### src/rtl/sprite_compositor.sv
// rtl/sprite_compositor.sv - per-pixel object compositor with shadow/active object tables
// Three-stage pipeline: coordinate deltas, per-object coverage, priority select.
module sprite_compositor #(
  parameter int          NUM_OBJ = 4,
  parameter int          COORD_W = 10,
  parameter int          SIZE_W  = 10,
  parameter logic [23:0] BG_RGB  = 24'h00AA00,
  localparam int         IDX_W   = (NUM_OBJ > 1) ? $clog2(NUM_OBJ) : 1
) (
  input  logic               Clk,
  input  logic               Reset,
  input  logic               frame_sync,
  input  logic               wr_en,
  input  logic [IDX_W-1:0]   wr_idx,
  input  logic [COORD_W-1:0] wr_x,
  input  logic [COORD_W-1:0] wr_y,
  input  logic [SIZE_W-1:0]  wr_size,
  input  logic               wr_shape,
  input  logic               wr_enable,
  input  logic [23:0]        wr_rgb,
  input  logic               pix_valid,
  input  logic [COORD_W-1:0] DrawX,
  input  logic [COORD_W-1:0] DrawY,
  output logic               out_valid,
  output logic [7:0]         Red,
  output logic [7:0]         Green,
  output logic [7:0]         Blue,
  output logic               hit,
  output logic [IDX_W-1:0]   hit_idx
);
  localparam int D_W  = COORD_W + 1;
  localparam int SQ_W = 2 * D_W + 1;

  typedef struct packed {
    logic               en;
    logic               shape;
    logic [SIZE_W-1:0]  size;
    logic [COORD_W-1:0] x;
    logic [COORD_W-1:0] y;
    logic [23:0]        rgb;
  } obj_t;

  obj_t shadow_q [NUM_OBJ];
  obj_t shadow_d [NUM_OBJ];
  obj_t active_q [NUM_OBJ];
  obj_t active_d [NUM_OBJ];

  logic                  v1_q, v1_d;
  logic signed [D_W-1:0] dx1_q [NUM_OBJ];
  logic signed [D_W-1:0] dx1_d [NUM_OBJ];
  logic signed [D_W-1:0] dy1_q [NUM_OBJ];
  logic signed [D_W-1:0] dy1_d [NUM_OBJ];
  logic [SIZE_W-1:0]     size1_q [NUM_OBJ];
  logic [SIZE_W-1:0]     size1_d [NUM_OBJ];
  logic [NUM_OBJ-1:0]    shape1_q, shape1_d, en1_q, en1_d;
  logic [23:0]           rgb1_q [NUM_OBJ];
  logic [23:0]           rgb1_d [NUM_OBJ];

  logic                  v2_q, v2_d;
  logic [NUM_OBJ-1:0]    cov2_q, cov2_d;
  logic [23:0]           rgb2_q [NUM_OBJ];
  logic [23:0]           rgb2_d [NUM_OBJ];

  logic                  out_valid_q, out_valid_d;
  logic [23:0]           rgb_q, rgb_d;
  logic                  hit_q, hit_d;
  logic [IDX_W-1:0]      hit_idx_q, hit_idx_d;

  // Commit copies the pre-write shadow, so a same-cycle write waits for the next frame_sync.
  always_comb begin
    for (int i = 0; i < NUM_OBJ; i++) begin
      shadow_d[i] = shadow_q[i];
      active_d[i] = frame_sync ? shadow_q[i] : active_q[i];
      if (wr_en && (wr_idx == IDX_W'(i))) begin
        shadow_d[i] = '{en: wr_enable, shape: wr_shape, size: wr_size,
                        x: wr_x, y: wr_y, rgb: wr_rgb};
      end
    end
  end

  always_comb begin
    v1_d = pix_valid;
    for (int i = 0; i < NUM_OBJ; i++) begin
      dx1_d[i]    = $signed({1'b0, DrawX}) - $signed({1'b0, active_q[i].x});
      dy1_d[i]    = $signed({1'b0, DrawY}) - $signed({1'b0, active_q[i].y});
      size1_d[i]  = active_q[i].size;
      shape1_d[i] = active_q[i].shape;
      en1_d[i]    = active_q[i].en;
      rgb1_d[i]   = active_q[i].rgb;
    end
  end

  logic [D_W-1:0]  adx, ady;
  logic [SQ_W-1:0] ax, ay, sz;
  always_comb begin
    v2_d   = v1_q;
    cov2_d = '0;
    adx    = '0;
    ady    = '0;
    ax     = '0;
    ay     = '0;
    sz     = '0;
    for (int i = 0; i < NUM_OBJ; i++) begin
      adx       = dx1_q[i][D_W-1] ? $unsigned(-dx1_q[i]) : $unsigned(dx1_q[i]);
      ady       = dy1_q[i][D_W-1] ? $unsigned(-dy1_q[i]) : $unsigned(dy1_q[i]);
      ax        = SQ_W'(adx);
      ay        = SQ_W'(ady);
      sz        = SQ_W'(size1_q[i]);
      cov2_d[i] = en1_q[i] && (shape1_q[i] ? ((ax * ax + ay * ay) <= sz * sz)
                                            : ((ax <= sz) && (ay <= sz)));
      rgb2_d[i] = rgb1_q[i];
    end
  end

  always_comb begin
    out_valid_d = v2_q;
    rgb_d       = rgb_q;
    hit_d       = hit_q;
    hit_idx_d   = hit_idx_q;
    if (v2_q) begin
      rgb_d     = BG_RGB;
      hit_d     = 1'b0;
      hit_idx_d = '0;
      for (int i = NUM_OBJ - 1; i >= 0; i--) begin
        if (cov2_q[i]) begin
          rgb_d     = rgb2_q[i];
          hit_d     = 1'b1;
          hit_idx_d = IDX_W'(i);
        end
      end
    end
  end

  always_ff @(posedge Clk or negedge Reset) begin
    if (!Reset) begin
      for (int i = 0; i < NUM_OBJ; i++) begin
        shadow_q[i] <= '0;
        active_q[i] <= '0;
        dx1_q[i]    <= '0;
        dy1_q[i]    <= '0;
        size1_q[i]  <= '0;
        rgb1_q[i]   <= '0;
        rgb2_q[i]   <= '0;
      end
      v1_q        <= 1'b0;
      shape1_q    <= '0;
      en1_q       <= '0;
      v2_q        <= 1'b0;
      cov2_q      <= '0;
      out_valid_q <= 1'b0;
      rgb_q       <= '0;
      hit_q       <= 1'b0;
      hit_idx_q   <= '0;
    end else begin
      for (int i = 0; i < NUM_OBJ; i++) begin
        shadow_q[i] <= shadow_d[i];
        active_q[i] <= active_d[i];
        dx1_q[i]    <= dx1_d[i];
        dy1_q[i]    <= dy1_d[i];
        size1_q[i]  <= size1_d[i];
        rgb1_q[i]   <= rgb1_d[i];
        rgb2_q[i]   <= rgb2_d[i];
      end
      v1_q        <= v1_d;
      shape1_q    <= shape1_d;
      en1_q       <= en1_d;
      v2_q        <= v2_d;
      cov2_q      <= cov2_d;
      out_valid_q <= out_valid_d;
      rgb_q       <= rgb_d;
      hit_q       <= hit_d;
      hit_idx_q   <= hit_idx_d;
    end
  end

  assign out_valid = out_valid_q;
  assign Red       = rgb_q[23:16];
  assign Green     = rgb_q[15:8];
  assign Blue      = rgb_q[7:0];
  assign hit       = hit_q;
  assign hit_idx   = hit_idx_q;

endmodule

### config.mk
export PLATFORM = sky130hd
export DESIGN_NAME = sprite_compositor
export DESIGN_NICKNAME = d
export VERILOG_FILES = /design/src/rtl/sprite_compositor.sv
export SDC_FILE = /design/constraint.sdc
export NUM_CORES = 2
export LEC_CHECK = 0
export BUFFER_PORTS_ARGS = -buffer_cell sky130_fd_sc_hd__buf_2
export CORE_UTILIZATION = 55
export CTS_CLUSTER_DIAMETER = 80
export DETAILED_ROUTE_END_ITERATION = 8
export PLACE_DENSITY = 0.67
export SLEW_MARGIN = 10
export SYNTH_ARGS = -nofsm -noshare
export SYNTH_HDL_FRONTEND = slang
export SYNTH_SLANG_ARGS = --single-unit
### constraint.sdc
create_clock -name Clk -period 11.1 [get_ports Clk]
set_clock_uncertainty 0.15 [all_clocks]
set_input_delay 0.555 -clock Clk [delete_from_list [all_inputs] [get_ports Clk]]
set_output_delay 0.555 -clock Clk [all_outputs]
set_load 0.1 [all_outputs]
==> flow_metrics.tcl <==
set metrics [dict create \
    timing.final.hold_violations 0 \
    area_growth_pct 9.03 \
    die_h_um 363 \
    worst_path_most_repeated_cell "fa_1" \
    core_area_sq_mm 0.129 \
    fp-row-count 132 \
    grt_max_degree 188 \
    wl_per_cell_um 18.8 \
    min_path_type "in2reg" \
    worst-path-buf-inv 6 \
    post-route-period-util_pct 92.5 \
    synth_area_leaders "dfrtp_1 (28%), fa_1 (24%), ha_1 (14%), inv_1 (7.4%), mux2_2 (6.1%)" \
    synth_cells 6905 \
    root_buffer "clkbuf_16" \
    cts_tree "built" \
    tns_ps 0 \
    ctsResizeCount 0 \
    max-clock-path-buffers 3 \
    vias_per_cell 5.40 \
    cts.sinks 810 \
    pin_count 111 \
    antenna_left 0 \
    grtUsageTotal_pct 26.5 \
    cp_top_family "adder cells" \
    clkLatencyLatePin_ps 710 \
    maxCapViolations 0 \
    fill_cells 10800 \
    drcViolationCount 0 \
    dp_hpwl_um 134000 \
    rsz0062_at_grt "false" \
    gp_congestion 0.947 \
    dp_slack_ps 877 \
    required_ps 11550 \
    slew_headroom_pct 19.6 \
    instances_no_fill 8956 \
    crit_cells 36 \
    maxSlewViolCount 0 \
    cts_buffers 84 \
    slowest_delay_ps 520 \
    rr_worst_depth 36 \
    synth_top_cell_by_area "dfrtp_1" \
    clk_pin_slew_worst_paths_ps 70 \
    finalCriticalPeriod_ps 10270 \
    start_util_pct 55.4 \
    async_flop_share_pct 100 \
    start_kind "flip-flop" \
    worst_pin_slew_ps 1200 \
    grt.overflow.total 0 \
    synth_area_sq_mm 0.0716 \
    drt-pass1-iter-count 6 \
    dr_total_vias 48300 \
    synth_warnings 0 \
    drt_iter0_drc 2883 \
    setup_slack_ps 834 \
    io_buffers 110 \
    status "complete, no violations" \
    seq_area_frac_synth_pct 28.3 \
    synth_edf_count 0 \
    fmax_mhz 97.4 \
    finalSetupViolations 0 \
    postCtsSetupRepairBufs 0 \
    grt_pass1_vias 50800 \
    yosysTopAreaCellShare_pct 28.3 \
    avgSynthCellArea_sq_um 10.4 \
    criticalPathCategory "reg2reg" \
    placedCellCount 8771 \
    ys_seq_elements 810 \
    timing.hold.ws_ps 38.4 \
    hold_depth 2 \
    nNetsFinal 8884 \
    cp_max_fo 10 \
    cts_max_level 3 \
    synth_ff_type "dfrtp_1" \
    cp_slowest_cell "fa_1" \
    synth_cell_type_count 89 \
    arrival_ps 10720 \
    wirelength_um 168000 \
    grt_first_pass_wirelength_um 273000 \
    layout-drive-gt1-share_pct 10.7 \
    die_area_sq_mm 0.132 \
    postCtsHoldBufs 34 \
    antenna_found_initial 19 \
    cp-end-kind "flip-flop" \
    die_x_um 363 \
]
layout by cell type, fill, tap and decap left out, types with 56 or more instances in the layout:
cell / synthesis / layout
nand2_1: 437 / 437
ha_1: 802 / 802
nand2b_1: 58 / 58
and2_1: 71 / 71
a21oi_1: 208 / 208
clkbuf_16: 0 / 84
buf_4: 0 / 74
nor2_1: 540 / 540
buf_2: 3 / 108
mux2_2: 388 / 388
conb_1: 2 / 56
xnor2_1: 151 / 151
dfrtp_1: 810 / 808
nor3_1: 59 / 59
o21ai_0: 186 / 186
fa_1: 850 / 850
inv_1: 1412 / 1412
xor2_1: 101 / 101
a21o_1: 94 / 94
per-stage QoR:
step	instance area (sq um)	util, %
after floorplan	71800	-
after global placement	74700	57.8
after detailed placement	74700	57.8
after CTS	78000	60.3
after global routing	78000	60.3
final	78000	60.4
final timing paths:
kind | from | slack [ps] | to
worst min-delay path | wr_x[9] | 40 | shadow_q[99]
worst max-delay path | dx1_q[11] | 830 | cov2_q[2]
worst max register to register | dx1_q[11] | 830 | cov2_q[2]
max in group asynchronous | Reset | 8000 | cov2_q[1]
min in group asynchronous | Reset | 290 | rgb2_q[86]
worst min register to register | active_q[5] | 170 | rgb1_q[5]
worst reg2reg max path, delay by kind of cell (launching register included):
kind | cells | cell delay [ps]
adder cells (fa/ha/maj) | 10 | 4240
AO/OA/AOI/OAI | 11 | 2470
buffers and inverters | 6 | 750
XOR/XNOR | 2 | 640
AND/OR/NAND/NOR | 7 | 1410
flip-flops | 1 | 480
cells by family (layout without fill, tap and decap cells):
logic type | after synthesis | in the layout | synth area share, %
adder cells (fa/ha/maj) | 1652 | 1652 | 37.8
AO/OA/AOI/OAI | 809 | 809 | 7.35
XOR/XNOR | 253 | 253 | 3.11
AND/OR/NAND/NOR | 1432 | 1432 | 9.09
other | 2 | 62 | 0.0105
multiplexers | 395 | 395 | 6.20
buffers and inverters | 1552 | 1801 | 8.14
flip-flops | 810 | 810 | 28.3
synthesized netlist by cell type (94+ instances only):
| library cell | n |
|---|---|
| inv_1 | 1412 |
| fa_1 | 850 |
| dfrtp_1 | 810 |
| ha_1 | 802 |
| nor2_1 | 540 |
| nand2_1 | 437 |
| mux2_2 | 388 |
| a21oi_1 | 208 |
| o21ai_0 | 186 |
| xnor2_1 | 151 |
| clkbuf_1 | 114 |
| xor2_1 | 101 |
| a21o_1 | 94 |
state kept, by name, indices dropped and copies added (netlist names):
register and count:
hit_idx 2, v1_q 1, out_valid 1, rgb1_q 96, out_valid_d 1, dx1_q 44, shadow_q 224, rgb_q 24
rgb2_q 96, hit 1, dy1_q 44, active_q 224, cov2_q 4, shape1_q 4, en1_q 4, size1_q 40
routing by layer:
layer	wire length (um)	vias up	global-route usage (%)
met2	78700	1012	42.7
met1	76100	24600	37.5
li1	-	22500	-
met3	9740	224	4.64
met5	161	-	0
met4	3460	28	6.09
area by class of cell:
type                       count  area (sq um)  area share (%)
sequential                   810         20300            26.0
clock buffer                 109          2330            2.98
inverter                    1435          5390            6.90
tap                         1742          2180            2.79
clock inverter                36           629           0.806
antenna                        6          15.0          0.0192
timing repair buffer         221          1530            1.96
multi-input combinational   4597         45700            58.6
Power is left out: the tool's default activity adds up to more than one toggle a clock period on the data nets, which glitch-free logic cannot reach.
